`src/rtl/ctrl_pkg.sv`:
```
// Shared definitions for the control pipeline unit: opcode constants, ALU
// control encodings, immediate/result selectors, the EX control bundle and
// the multicycle FSM state type. Exports no ports; imported by the decoder
// and by ctrl_pipe_unit.
package ctrl_pkg;

    localparam logic [6:0] OP_R      = 7'b0110011;
    localparam logic [6:0] OP_I_ALU  = 7'b0010011;
    localparam logic [6:0] OP_LOAD   = 7'b0000011;
    localparam logic [6:0] OP_STORE  = 7'b0100011;
    localparam logic [6:0] OP_BRANCH = 7'b1100011;
    localparam logic [6:0] OP_JAL    = 7'b1101111;
    localparam logic [6:0] OP_JALR   = 7'b1100111;
    localparam logic [6:0] OP_LUI    = 7'b0110111;
    localparam logic [6:0] OP_AUIPC  = 7'b0010111;

    localparam logic [6:0] F7_MULDIV = 7'b0000001;

    localparam logic [3:0] ALU_ADD    = 4'b0000;
    localparam logic [3:0] ALU_SUB    = 4'b0001;
    localparam logic [3:0] ALU_AND    = 4'b0010;
    localparam logic [3:0] ALU_OR     = 4'b0011;
    localparam logic [3:0] ALU_XOR    = 4'b0100;
    localparam logic [3:0] ALU_SLT    = 4'b0101;
    localparam logic [3:0] ALU_SLL    = 4'b0110;
    localparam logic [3:0] ALU_SRL    = 4'b0111;
    localparam logic [3:0] ALU_SRA    = 4'b1000;
    localparam logic [3:0] ALU_SLTU   = 4'b1001;
    localparam logic [3:0] ALU_PASS_B = 4'b1010;

    localparam logic [2:0] IMM_I = 3'b000;
    localparam logic [2:0] IMM_S = 3'b001;
    localparam logic [2:0] IMM_B = 3'b010;
    localparam logic [2:0] IMM_J = 3'b011;
    localparam logic [2:0] IMM_U = 3'b100;

    localparam logic [1:0] RES_ALU = 2'b00;
    localparam logic [1:0] RES_MEM = 2'b01;
    localparam logic [1:0] RES_PC4 = 2'b10;

    typedef enum logic [0:0] {
        ST_IDLE    = 1'b0,
        ST_MD_BUSY = 1'b1
    } state_e;

    // Width-independent part of the EX register (alu_control is carried
    // separately because its width depends on EN_M).
    typedef struct packed {
        logic       valid;
        logic       jump;
        logic       branch;
        logic       jalr;
        logic       mem_write;
        logic       alu_src;
        logic       reg_write;
        logic       byte_address;
        logic [1:0] result_src;
        logic       illegal;
    } ex_ctrl_t;

    localparam ex_ctrl_t EX_BUBBLE = '0;

    // Byte-sized accesses are LB/LBU and SB.
    function automatic logic is_byte_access(input logic [2:0] funct3);
        return (funct3 == 3'b000) || (funct3 == 3'b100);
    endfunction

    // Base-ISA ALU op from funct3; sub_sel/sra_sel pick the funct7[5] variants.
    function automatic logic [3:0] base_alu_op(input logic [2:0] funct3,
                                               input logic       sub_sel,
                                               input logic       sra_sel);
        logic [3:0] op;
        case (funct3)
            3'b000:  op = sub_sel ? ALU_SUB : ALU_ADD;
            3'b001:  op = ALU_SLL;
            3'b010:  op = ALU_SLT;
            3'b011:  op = ALU_SLTU;
            3'b100:  op = ALU_XOR;
            3'b101:  op = sra_sel ? ALU_SRA : ALU_SRL;
            3'b110:  op = ALU_OR;
            3'b111:  op = ALU_AND;
            default: op = ALU_ADD;
        endcase
        return op;
    endfunction

endpackage

```
`src/rtl/ctrl_decoder.sv`:
```
// Combinational RV32I(+M) control decoder.
// Inputs : op_i, funct3_i, funct7_i (instruction fields)
// Outputs: ctrl_o (EX control bundle, valid bit left 0), alu_control_o,
//          imm_src_o (immediate format), is_div_o (multicycle DIV/REM op)
module ctrl_decoder
    import ctrl_pkg::*;
#(
    parameter int  EN_M       = 1,
    localparam int ALU_CTRL_W = (EN_M != 32'sd0) ? 5 : 4
) (
    input  logic [6:0]            op_i,
    input  logic [2:0]            funct3_i,
    input  logic [6:0]            funct7_i,
    output ex_ctrl_t              ctrl_o,
    output logic [ALU_CTRL_W-1:0] alu_control_o,
    output logic [2:0]            imm_src_o,
    output logic                  is_div_o
);

    localparam bit M_ON = (EN_M != 32'sd0);

    logic alt_s;
    logic is_md_s;

    assign alt_s   = funct7_i[5];
    assign is_md_s = (funct7_i == F7_MULDIV);

    // Opcode-driven control decode; unknown opcodes flag illegal with every enable low.
    always_comb begin
        ctrl_o        = EX_BUBBLE;
        alu_control_o = ALU_CTRL_W'(ALU_ADD);
        imm_src_o     = IMM_I;
        is_div_o      = 1'b0;
        case (op_i)
            OP_R: begin
                if (is_md_s) begin
                    if (M_ON) begin
                        ctrl_o.reg_write = 1'b1;
                        alu_control_o    = ALU_CTRL_W'({2'b10, funct3_i});
                        is_div_o         = funct3_i[2];
                    end else begin
                        ctrl_o.illegal = 1'b1;
                    end
                end else begin
                    ctrl_o.reg_write = 1'b1;
                    alu_control_o    = ALU_CTRL_W'(base_alu_op(funct3_i, alt_s, alt_s));
                end
            end
            OP_I_ALU: begin
                ctrl_o.reg_write = 1'b1;
                ctrl_o.alu_src   = 1'b1;
                // funct7[5] is an immediate bit for ADDI, so never SUB here.
                alu_control_o    = ALU_CTRL_W'(base_alu_op(funct3_i, 1'b0, alt_s));
            end
            OP_LOAD: begin
                ctrl_o.reg_write    = 1'b1;
                ctrl_o.alu_src      = 1'b1;
                ctrl_o.result_src   = RES_MEM;
                ctrl_o.byte_address = is_byte_access(funct3_i);
            end
            OP_STORE: begin
                ctrl_o.mem_write    = 1'b1;
                ctrl_o.alu_src      = 1'b1;
                ctrl_o.byte_address = is_byte_access(funct3_i);
                imm_src_o           = IMM_S;
            end
            OP_BRANCH: begin
                ctrl_o.branch = 1'b1;
                alu_control_o = ALU_CTRL_W'(ALU_SUB);
                imm_src_o     = IMM_B;
            end
            OP_JAL: begin
                ctrl_o.jump       = 1'b1;
                ctrl_o.reg_write  = 1'b1;
                ctrl_o.result_src = RES_PC4;
                imm_src_o         = IMM_J;
            end
            OP_JALR: begin
                ctrl_o.jalr       = 1'b1;
                ctrl_o.reg_write  = 1'b1;
                ctrl_o.alu_src    = 1'b1;
                ctrl_o.result_src = RES_PC4;
            end
            OP_LUI: begin
                ctrl_o.reg_write = 1'b1;
                ctrl_o.alu_src   = 1'b1;
                alu_control_o    = ALU_CTRL_W'(ALU_PASS_B);
                imm_src_o        = IMM_U;
            end
            OP_AUIPC: begin
                ctrl_o.reg_write = 1'b1;
                ctrl_o.alu_src   = 1'b1;
                imm_src_o        = IMM_U;
            end
            default: begin
                ctrl_o.illegal = 1'b1;
            end
        endcase
    end

endmodule

```
`src/rtl/ctrl_pipe_unit.sv`:
```
// Control pipeline unit: decodes the instruction in the decode slot and
// registers the controls into the EX stage, holding EX for DIV/REM ops.
// Inputs : clk_i, rst_i (async, active-high), valid_i, op_i, funct3_i,
//          funct7_i, stall_i (hold EX), flush_i (kill EX)
// Outputs: imm_src_o (combinational), *_ex_o registered EX controls,
//          busy_o (EX occupied by a multicycle op; upstream must hold)
module ctrl_pipe_unit
    import ctrl_pkg::*;
#(
    parameter int  EN_M        = 1,
    parameter int  DIV_LATENCY = 4,
    localparam int ALU_CTRL_W  = (EN_M != 32'sd0) ? 5 : 4
) (
    input  logic                  clk_i,
    input  logic                  rst_i,
    input  logic                  valid_i,
    input  logic [6:0]            op_i,
    input  logic [2:0]            funct3_i,
    input  logic [6:0]            funct7_i,
    input  logic                  stall_i,
    input  logic                  flush_i,
    output logic [2:0]            imm_src_o,
    output logic                  valid_ex_o,
    output logic                  jump_ex_o,
    output logic                  branch_ex_o,
    output logic                  jalr_ex_o,
    output logic                  mem_write_ex_o,
    output logic                  alu_src_ex_o,
    output logic                  reg_write_ex_o,
    output logic                  byte_address_ex_o,
    output logic [1:0]            result_src_ex_o,
    output logic [ALU_CTRL_W-1:0] alu_control_ex_o,
    output logic                  illegal_ex_o,
    output logic                  busy_o
);

    localparam int               CNT_W    = 4;
    localparam logic [CNT_W-1:0] CNT_LOAD = CNT_W'(DIV_LATENCY - 32'sd1);
    localparam logic [CNT_W-1:0] CNT_ONE  = CNT_W'(1);

    ex_ctrl_t              dec_ctrl_s;
    logic [ALU_CTRL_W-1:0] dec_alu_s;
    logic                  dec_is_div_s;

    state_e                state_q, state_d;
    logic [CNT_W-1:0]      cnt_q, cnt_d;
    ex_ctrl_t              ex_q, ex_d;
    logic [ALU_CTRL_W-1:0] alu_q, alu_d;

    ctrl_decoder #(
        .EN_M (EN_M)
    ) u_dec (
        .op_i          (op_i),
        .funct3_i      (funct3_i),
        .funct7_i      (funct7_i),
        .ctrl_o        (dec_ctrl_s),
        .alu_control_o (dec_alu_s),
        .imm_src_o     (imm_src_o),
        .is_div_o      (dec_is_div_s)
    );

    // Next-state, occupancy counter and EX register load selection.
    always_comb begin
        state_d = state_q;
        cnt_d   = cnt_q;
        ex_d    = ex_q;
        alu_d   = alu_q;
        case (state_q)
            ST_IDLE: begin
                if (flush_i) begin
                    ex_d  = EX_BUBBLE;
                    alu_d = '0;
                    cnt_d = '0;
                end else if (stall_i) begin
                    ex_d  = ex_q;
                    alu_d = alu_q;
                end else if (valid_i) begin
                    ex_d       = dec_ctrl_s;
                    ex_d.valid = 1'b1;
                    alu_d      = dec_alu_s;
                    if (dec_is_div_s) begin
                        state_d = ST_MD_BUSY;
                        cnt_d   = CNT_LOAD;
                    end else begin
                        state_d = ST_IDLE;
                        cnt_d   = '0;
                    end
                end else begin
                    ex_d  = EX_BUBBLE;
                    alu_d = '0;
                    cnt_d = '0;
                end
            end
            ST_MD_BUSY: begin
                // EX holds the divide; stall_i is irrelevant while occupied.
                if (flush_i) begin
                    state_d = ST_IDLE;
                    cnt_d   = '0;
                    ex_d    = EX_BUBBLE;
                    alu_d   = '0;
                end else if (cnt_q == CNT_ONE) begin
                    state_d = ST_IDLE;
                    cnt_d   = '0;
                end else begin
                    cnt_d = cnt_q - CNT_ONE;
                end
            end
            default: begin
                state_d = ST_IDLE;
                cnt_d   = '0;
                ex_d    = EX_BUBBLE;
                alu_d   = '0;
            end
        endcase
    end

    // State, counter and EX register flops with asynchronous reset.
    always_ff @(posedge clk_i or posedge rst_i) begin
        if (rst_i) begin
            state_q <= ST_IDLE;
            cnt_q   <= '0;
            ex_q    <= EX_BUBBLE;
            alu_q   <= '0;
        end else begin
            state_q <= state_d;
            cnt_q   <= cnt_d;
            ex_q    <= ex_d;
            alu_q   <= alu_d;
        end
    end

    assign busy_o            = (state_q == ST_MD_BUSY);
    assign valid_ex_o        = ex_q.valid;
    assign jump_ex_o         = ex_q.jump;
    assign branch_ex_o       = ex_q.branch;
    assign jalr_ex_o         = ex_q.jalr;
    assign mem_write_ex_o    = ex_q.mem_write;
    assign alu_src_ex_o      = ex_q.alu_src;
    assign reg_write_ex_o    = ex_q.reg_write;
    assign byte_address_ex_o = ex_q.byte_address;
    assign result_src_ex_o   = ex_q.result_src;
    assign illegal_ex_o      = ex_q.illegal;
    assign alu_control_ex_o  = alu_q;

endmodule

```
`config.mk`:
```
export PLATFORM = sky130hd
export DESIGN_NAME = ctrl_pipe_unit
export DESIGN_NICKNAME = d
export VERILOG_FILES = /design/src/rtl/ctrl_pkg.sv /design/src/rtl/ctrl_decoder.sv /design/src/rtl/ctrl_pipe_unit.sv
export SDC_FILE = /design/constraint.sdc
export NUM_CORES = 1
export LEC_CHECK = 0
export BUFFER_PORTS_ARGS = -buffer_cell sky130_fd_sc_hd__buf_2
export CORE_AREA = 3 3 65 67
export DETAILED_ROUTE_END_ITERATION = 8
export DIE_AREA = 0 0 68 70
export HOLD_SLACK_MARGIN = 0.05
export PLACE_DENSITY_LB_ADDON = 0.05
export SYNTH_ARGS = -nofsm -noshare
export SYNTH_HDL_FRONTEND = slang
export SYNTH_SLANG_ARGS = --single-unit
```
`constraint.sdc`:
```
create_clock -name clk_i -period 3.46 [get_ports clk_i]
set_input_delay 0.692 -clock clk_i [delete_from_list [all_inputs] [get_ports clk_i]]
set_output_delay 0.692 -clock clk_i [all_outputs]
set_load 0.05 [all_outputs]
```
==> run metrics, run 1 <==
antenna violations before repair=0; Longest Clk Path Bufs=2; Rel. slew slack=between 30% and 40%; P_int=roughly 0.36 mW; Synth Register Bits=21; CTS Buf Count=3; Layout area overhead=22.19%; # rows=22; final worst-path cycle share=around 76%; clock latency on the worst-skew pair=around 250 ps; Worst-Margin Slew=approximately 1000 ps; Routed Wire Length=about 3200 µm; post-CTS setup buffers=0; cell mode on critical path=buf_2; worst endpoint required time=approximately 2800 ps; dpl hpwl=between 2000 and 3000 µm; worst flop-to-flop path startpoint=busy_o$_DFF_PP0_; clock group share of total power=about 32%; post-CTS sizing=0; Hold Buf Count CTS=0; PwrDens=about 310 mW/mm²; most common cell after layout, fill and taps aside=buf_2; # Max-Cap Violations=0; critical-path cell list=buf_2 > or3_1 > a2111oi_2 > buf_2; Post-synth top flop=dfrtp_1; vias in the first global route=1217; number of DRC markers in iteration 0=31; max FFs per register=5; layout cell share with drive strength beyond 1=between 20% and 30%; Leak Pwr=0.7880 nW; sequential power share=about 51%; HP Class=flip-flop to flip-flop; Slew Limit Fails=0; Die ar.=about 0.0048 mm²; status=finished clean; total track usage=between 15 and 20%; Final setup violation count=0; Fmax=roughly 0.38 GHz; Syn Area/Cell=8.889 µm²; largest net degree at the start of global routing=22; EDFF count, synth=0; Sw Share=between 20% and 30%; root buffer cell=clkbuf_8; port bufs=41; CTS tree=yes; Worst path max stage delay=slightly below 400 ps; Switch Pwr=between 0.1 and 0.15 mW; Worst Clk Skew=roughly 1.5 ps; clock period minus worst slack=between 2000 and 3000 ps; Crit. End Element=output port; Nets=between 200 and 250; post-synth top area cell=dfrtp_1; Sink Count=21; synthesized netlist net count=roughly 170; first-pass GRT wire length=about 5700 µm; TNS Setup=0 ps; die height=approximately 70 µm; Synth top area share=a little over 40%; Post-route DRC=0; Synth cell types=44; clk slew on worst S/H paths=about 70 ps; Placer Congestion=a little under 0.8; Setup crit start kind=primary input; IO Pins=42; H-tree Lvls=1; top cells by area, synth=dfrtp_1 41%, nand2_1 5.3%, o21ai_0 4.3%, a22o_1 4.1%, nor2_1 3.8%; Synth async-reset ratio=100.0%; Antenna Diode Count=0; Ys Warns=0; final instance area=about 0.0016 mm²; Die X=approximately 70 µm; Core Box Area=between 0.003 and 0.004 mm²; Initial Util=34.70%; Comb pwr share=~16%; most frequent cells in the layout=41 x buf_2, 21 x dfrtp_1, 18 x nand2_1, 13 x nor2_1, 11 x o21ai_0; Crit Path Max Fanout=19; peak supply drop=approximately 0.10 mV; Vias=about 1200; hold_sp=result_src_ex_o[1]$_DFFE_PP0P_; Vias per Instance=roughly 5.3; synthesized cell area=around 0.0013 mm²; First-pass DRT Iterations=4; Worst path slowest cell=or3_1; final-layout fill cell count=about 380; RSZ-0062 raised after global routing=no; crit path from=op_i[2]; sequential cell area fraction in the yosys report=around two fifths; dpl cell area=0.001519 mm²; WL/cell=roughly 14 µm; grt ovf=0; Cells after Synth=about 140; post-route ant nets=0; WP data arrival=about 2000 ps; kind of critical path=primary input to output port; Final Hold Viols=0
## power by group through the flow
stage	clock, mW	combinational, mW	sequential (mW)
floorplan	0	0.0467	0.260
global placement	0	0.0778	0.254
detailed placement	0	0.0799	0.254
CTS	0.162	0.0799	0.249
global route	0.174	0.0906	0.249
finish	0.157	0.0795	0.249
## stage by stage
stage          setup WS, ps  hold WS, ps  instances  utilization, %  power (mW)
2_1_floorplan         399.8        470.0        144               -      0.3064
3_3_place_gp          829.3        446.5        225           41.18      0.3317
3_5_place_dp          818.6        459.6        225           41.18      0.3339
4_1_cts               812.6        476.6        229           42.40      0.4915
5_1_grt               711.3        505.4        229           42.40      0.5140
6_report              816.9        470.6        229           42.40      0.4858
## area by class of cell
cell class / count / area (µm²) / share of cell area, %
multi-input combinational: 108 / 701.9 / 44.88
sequential: 21 / 525.5 / 33.60
timing repair buffer: 41 / 205.2 / 13.12
tap: 48 / 60.06 / 3.840
clock buffer: 4 / 45.04 / 2.880
inverter: 7 / 26.28 / 1.680
## synthesized netlist by cell type (2+ instances only)
library cell,number
and3_1,2
dfrtp_1,21
inv_1,7
buf_2,2
mux2i_1,2
nor2_1,13
o21ai_0,11
a32o_1,2
nand2b_1,3
a21o_1,3
nor3_1,4
ha_1,2
a22o_1,6
nand2_1,18
nor4_1,2
a21oi_1,8
nand4_1,2
clkbuf_1,5
o31ai_1,2
nand3_1,5
## worst paths after layout
kind / cells after the start / slack [ps] / endpoint
max: 4 / 820 / imm_src_o[0]
min: 2 / 470 / result_src_ex_o[1]$_DFFE_PP0P_
max reg2reg: 4 / 1540 / result_src_ex_o[0]$_DFFE_PP0P_
min reg2reg: 2 / 470 / result_src_ex_o[1]$_DFFE_PP0P_
max in group asynchronous: 2 / 2390 / jump_ex_o$_DFFE_PP0P_
min in group asynchronous: 2 / 580 / busy_o$_DFF_PP0_
## cell families after synthesis
group                    Yosys count  share of synthesized area (%)
AO/OA/AOI/OAI                     42                          22.68
XOR/XNOR                           2                          1.369
multiplexers                       3                          2.444
AND/OR/NAND/NOR                   59                          25.90
buffers and inverters             15                          4.595
adder cells (fa/ha/maj)            2                          1.955
flip-flops                        21                          41.06
## worst max-delay path, delay by kind of cell
family,cells,cell delay [ps]
buffers and inverters,2,520
AND/OR/NAND/NOR,1,390
AO/OA/AOI/OAI,1,340
## metal layers
layer / up-vias / global-route usage (%) / wire length, µm
met1: 562 / 21.31 / 1560
met3: 2 / 1.286 / 167
met4: 0 / 3.974 / 28
met2: 40 / 24.30 / 1479
met5: - / 0 / 0
li1: 601 / - / -
(Power assumes the default switching activity.)
==> run 2: changes to the inputs <==
Settings changed: ABC_AREA set to 1, CORE_AREA 3 3 65 67 to 3 3 67 69, DIE_AREA 0 0 68 70 to 0 0 70 72.
Clock period 3.46 ns to 2.1 ns, I/O delays scaled along.
==> run 2 against run 1 <==
Compared with the run above: combinational power up 60%; worst setup slack worse by 540 ps; register-to-register slack lost 800 ps; cell area increased by 5.7%; via count grew 9.5%; non-clock buffer count unchanged; sequential power rose by 65%; critical path depth rose by 4; largest power group unchanged; first-iteration DRC count rose by 45%; die area increased by 5.9%; sequential share of layout area is 1.8 points lower.
==> run metrics, run 2 <==
Crit Path Max Fanout=5 (-14); synthesized netlist net count=213 (+27%); top cells by count, synth=60 x nand2_1, 21 x dfrtp_1, 21 x inv_1, 18 x nand3_1, 17 x nor2_1; worst flop-to-flop path startpoint=busy_o$_DFF_PP0_; grt ovf=0 (unchanged); Ys Warns=0 (unchanged); Syn Area/Cell=7.123 µm² (-20%); number of DRC markers in iteration 0=45 (+45%); die height=72 µm (+2.9%); register-to-register setup slack=740 ps (-800 ps); Placer Congestion=0.8917 (+12%); Synth async-reset ratio=100.0% (unchanged); worst endpoint required time=1680 ps (-1090 ps); antenna violations before repair=0 (unchanged); Routed Wire Length=3332 µm (+3.0%); Hold Buf Count CTS=0 (unchanged); Initial Util=33.90% (-0.80 points); Longest Clk Path Bufs=2 (unchanged); synthesized cell area=0.001346 mm² (+5.2%); Inst Count DP=279 (+24%); Power Total=0.7989 mW (+64%); max FFs per register=5 (unchanged); Worst Clk Skew=2.429 ps (+0.9757 ps); r2r worst-path depth=5 (+1); First-pass DRT Iterations=4 (unchanged); # Max-Cap Violations=0 (unchanged); TNS Setup=0 ps (unchanged); EDFF count, synth=0 (unchanged); r2r endpoint=alu_control_ex_o[3]$_DFFE_PP0P_; # rows=23 (+4.5%); port bufs=41 (unchanged); top cells by area, synth=dfrtp_1 39%, nand2_1 17%, nand3_1 6.7%, inv_1 5.9%, nor2_1 4.7%; status=finished clean; WP data arrival=1400 ps (-550 ps); first-pass GRT wire length=5733 µm (+0.84%); Synth Register Bits=21 (unchanged); Fmax=0.5483 GHz; IO Pins=42 (unchanged); Worst path max stage delay=280 ps (-110 ps); hold slack final=294.6 ps (-176.0 ps); most numerous cell in the Yosys netlist=nand2_1; CTS Buf Count=3 (unchanged); Sink Count=21 (unchanged); total track usage=13.74% (-1.4 points); Antenna Diode Count=0 (unchanged); Vias per Instance=4.664 (-11%); post-CTS sizing=0 (unchanged); largest net degree at the start of global routing=22 (unchanged); Vias=1320 (+9.5%); H-tree Lvls=1 (unchanged); Worst-Margin Slew=779.3 ps (-264.6 ps); Util after Layout=41.62% (-0.78 points); RSZ-0062 raised after global routing=no; most frequent cells in the layout=60 x nand2_1, 41 x buf_2, 21 x inv_1, 21 x dfrtp_1, 18 x nand3_1; Setup crit start kind=primary input; Die X=70 µm (+2.9%); post-synth top area cell=dfrtp_1; clock latency on the worst-skew pair=260 ps (about the same); Worst path slowest cell=buf_2; crit path from=op_i[5]; Slew Limit Fails=0 (unchanged); Core Box Area=0.003971 mm² (+7.7%); CTS tree=yes; post-route ant nets=0 (unchanged); Worst Setup EP=imm_src_o[1]; Leak Pwr=0.9536 nW (+21%); post-CTS setup buffers=0 (unchanged); Layout area overhead=22.77%; PwrDens=483.3 mW/mm² (+56%); WL/cell=11.77 µm (-17%); sequential cell area fraction in the yosys report=39.03% (-2.0 points); final-layout fill cell count=450 (+17%); Final Hold Viols=0 (unchanged); cell mode on critical path=buf_2; kind of critical path=primary input to output port; Cells after Synth=189 (+31%); vias in the first global route=1250 (+2.7%); Post-route DRC=0 (unchanged); HP Class=primary input to asynchronous set/reset pin; Final setup violation count=0 (unchanged); Synth top area share=39.03% (-2.0 points); layout cell share with drive strength beyond 1=29.18% (+0.46 points); peak supply drop=0.2254 mV (+120%); Die ar.=0.005040 mm² (+5.9%); critical-path cell list=buf_2 > inv_2 > nor2_2 > nand2_2 > nor2_4 > nand2_1 > o21ai_2 > buf_2; Nets=258 (+25%); Synth cell types=26 (-41%); dpl hpwl=2777 µm (+11%); Crit. End Element=output port; most common cell after layout, fill and taps aside=nand2_1; Rel. slew slack=47.99% (+18 points); Post-synth top flop=dfrtp_1; clk slew on worst S/H paths=80 ps (about the same); clock period minus worst slack=roughly 1800 ps; final worst-path cycle share=roughly 87%; root buffer cell=clkbuf_8; non-filler cells in the finished layout=283 (+24%)
## run 2: cell count changes in the layout (fill, tap and decap cells not counted), sizes merged, moves of 3 or more
cell    delta
a21o       -3
a21oi      -5
a22o       -6
inv       +19
nand2     +47
nand2b     -4
nand3     +13
nand4      +3
nor2      +13
nor4       -4
## run 2: worst min path at each step
| stage | start | slack, ps | end |
|---|---|---|---|
| floorplan | rst_i | 400 | alu_control_ex_o[0]$_DFFE_PP0P_ |
| global placement | alu_control_ex_o[3]$_DFFE_PP0P_ | 460 | alu_control_ex_o[3]$_DFFE_PP0P_ |
| detailed placement | alu_control_ex_o[1]$_DFFE_PP0P_ | 460 | alu_control_ex_o[1]$_DFFE_PP0P_ |
| CTS | rst_i | 340 | illegal_ex_o$_DFFE_PP0P_ |
| global route | rst_i | 370 | result_src_ex_o[1]$_DFFE_PP0P_ |
| finish | rst_i | 290 | cnt_q[1]$_DFFE_PP0P_ |
## run 2: kinds of logic after synthesis
family | synth area share [%]
buffers and inverters | 7.807
xor gates and xnor gates | 1.301
DFF | 39.03
AOI/OAI and AO/OA | 7.806
adders and majority gates | 1.858
and+or+nand+nor | 42.19
## run 2: metrics by stage
stage          cell area, µm²  worst slack [ps]
2_1_floorplan            1346             458.4
3_3_place_gp             1607             324.2
3_5_place_dp             1607             266.5
4_1_cts                  1653             265.6
5_1_grt                  1653             163.8
6_report                 1653             276.3
## run 2: layout make-up
cell class                 instances  area, µm²  area share, %
clock buffer                       3      41.29          2.498
clock inverter                     1      5.005         0.3028
timing repair buffer              41      205.2          12.41
sequential                        21      525.5          31.79
inverter                          26      97.59          5.905
tap                               50      62.56          3.785
multi-input combinational        141      715.7          43.30
## run 2: metal layers
layer | vias up | track usage, % | routed length [µm] | part of all wire (%)
met5 | - | 0 | 0 | 0
met4 | 0 | 3.191 | 16 | 0.48
met3 | 2 | 1.801 | 140 | 4.2
met2 | 31 | 24.34 | 1660 | 50
met1 | 598 | 17.91 | 1515 | 45
li1 | 689 | - | - | -
## run 2: report_power, final
group / leakage, nW / total [mW] / internal, mW / switching (mW)
combinational: 0.638 / 0.127 / 0.0396 / 0.0875
sequential: 0.290 / 0.412 / 0.409 / 0.00284
clock: 0.0255 / 0.260 / 0.132 / 0.128
total: 0.954 / 0.799 / 0.580 / 0.219
## run 2: critical path: cells and delay by family
kind | cells | cell delay (ps)
AND/OR/NAND/NOR | 4 | 470
buffers and inverters | 3 | 450
AO/OA/AOI/OAI | 1 | 70
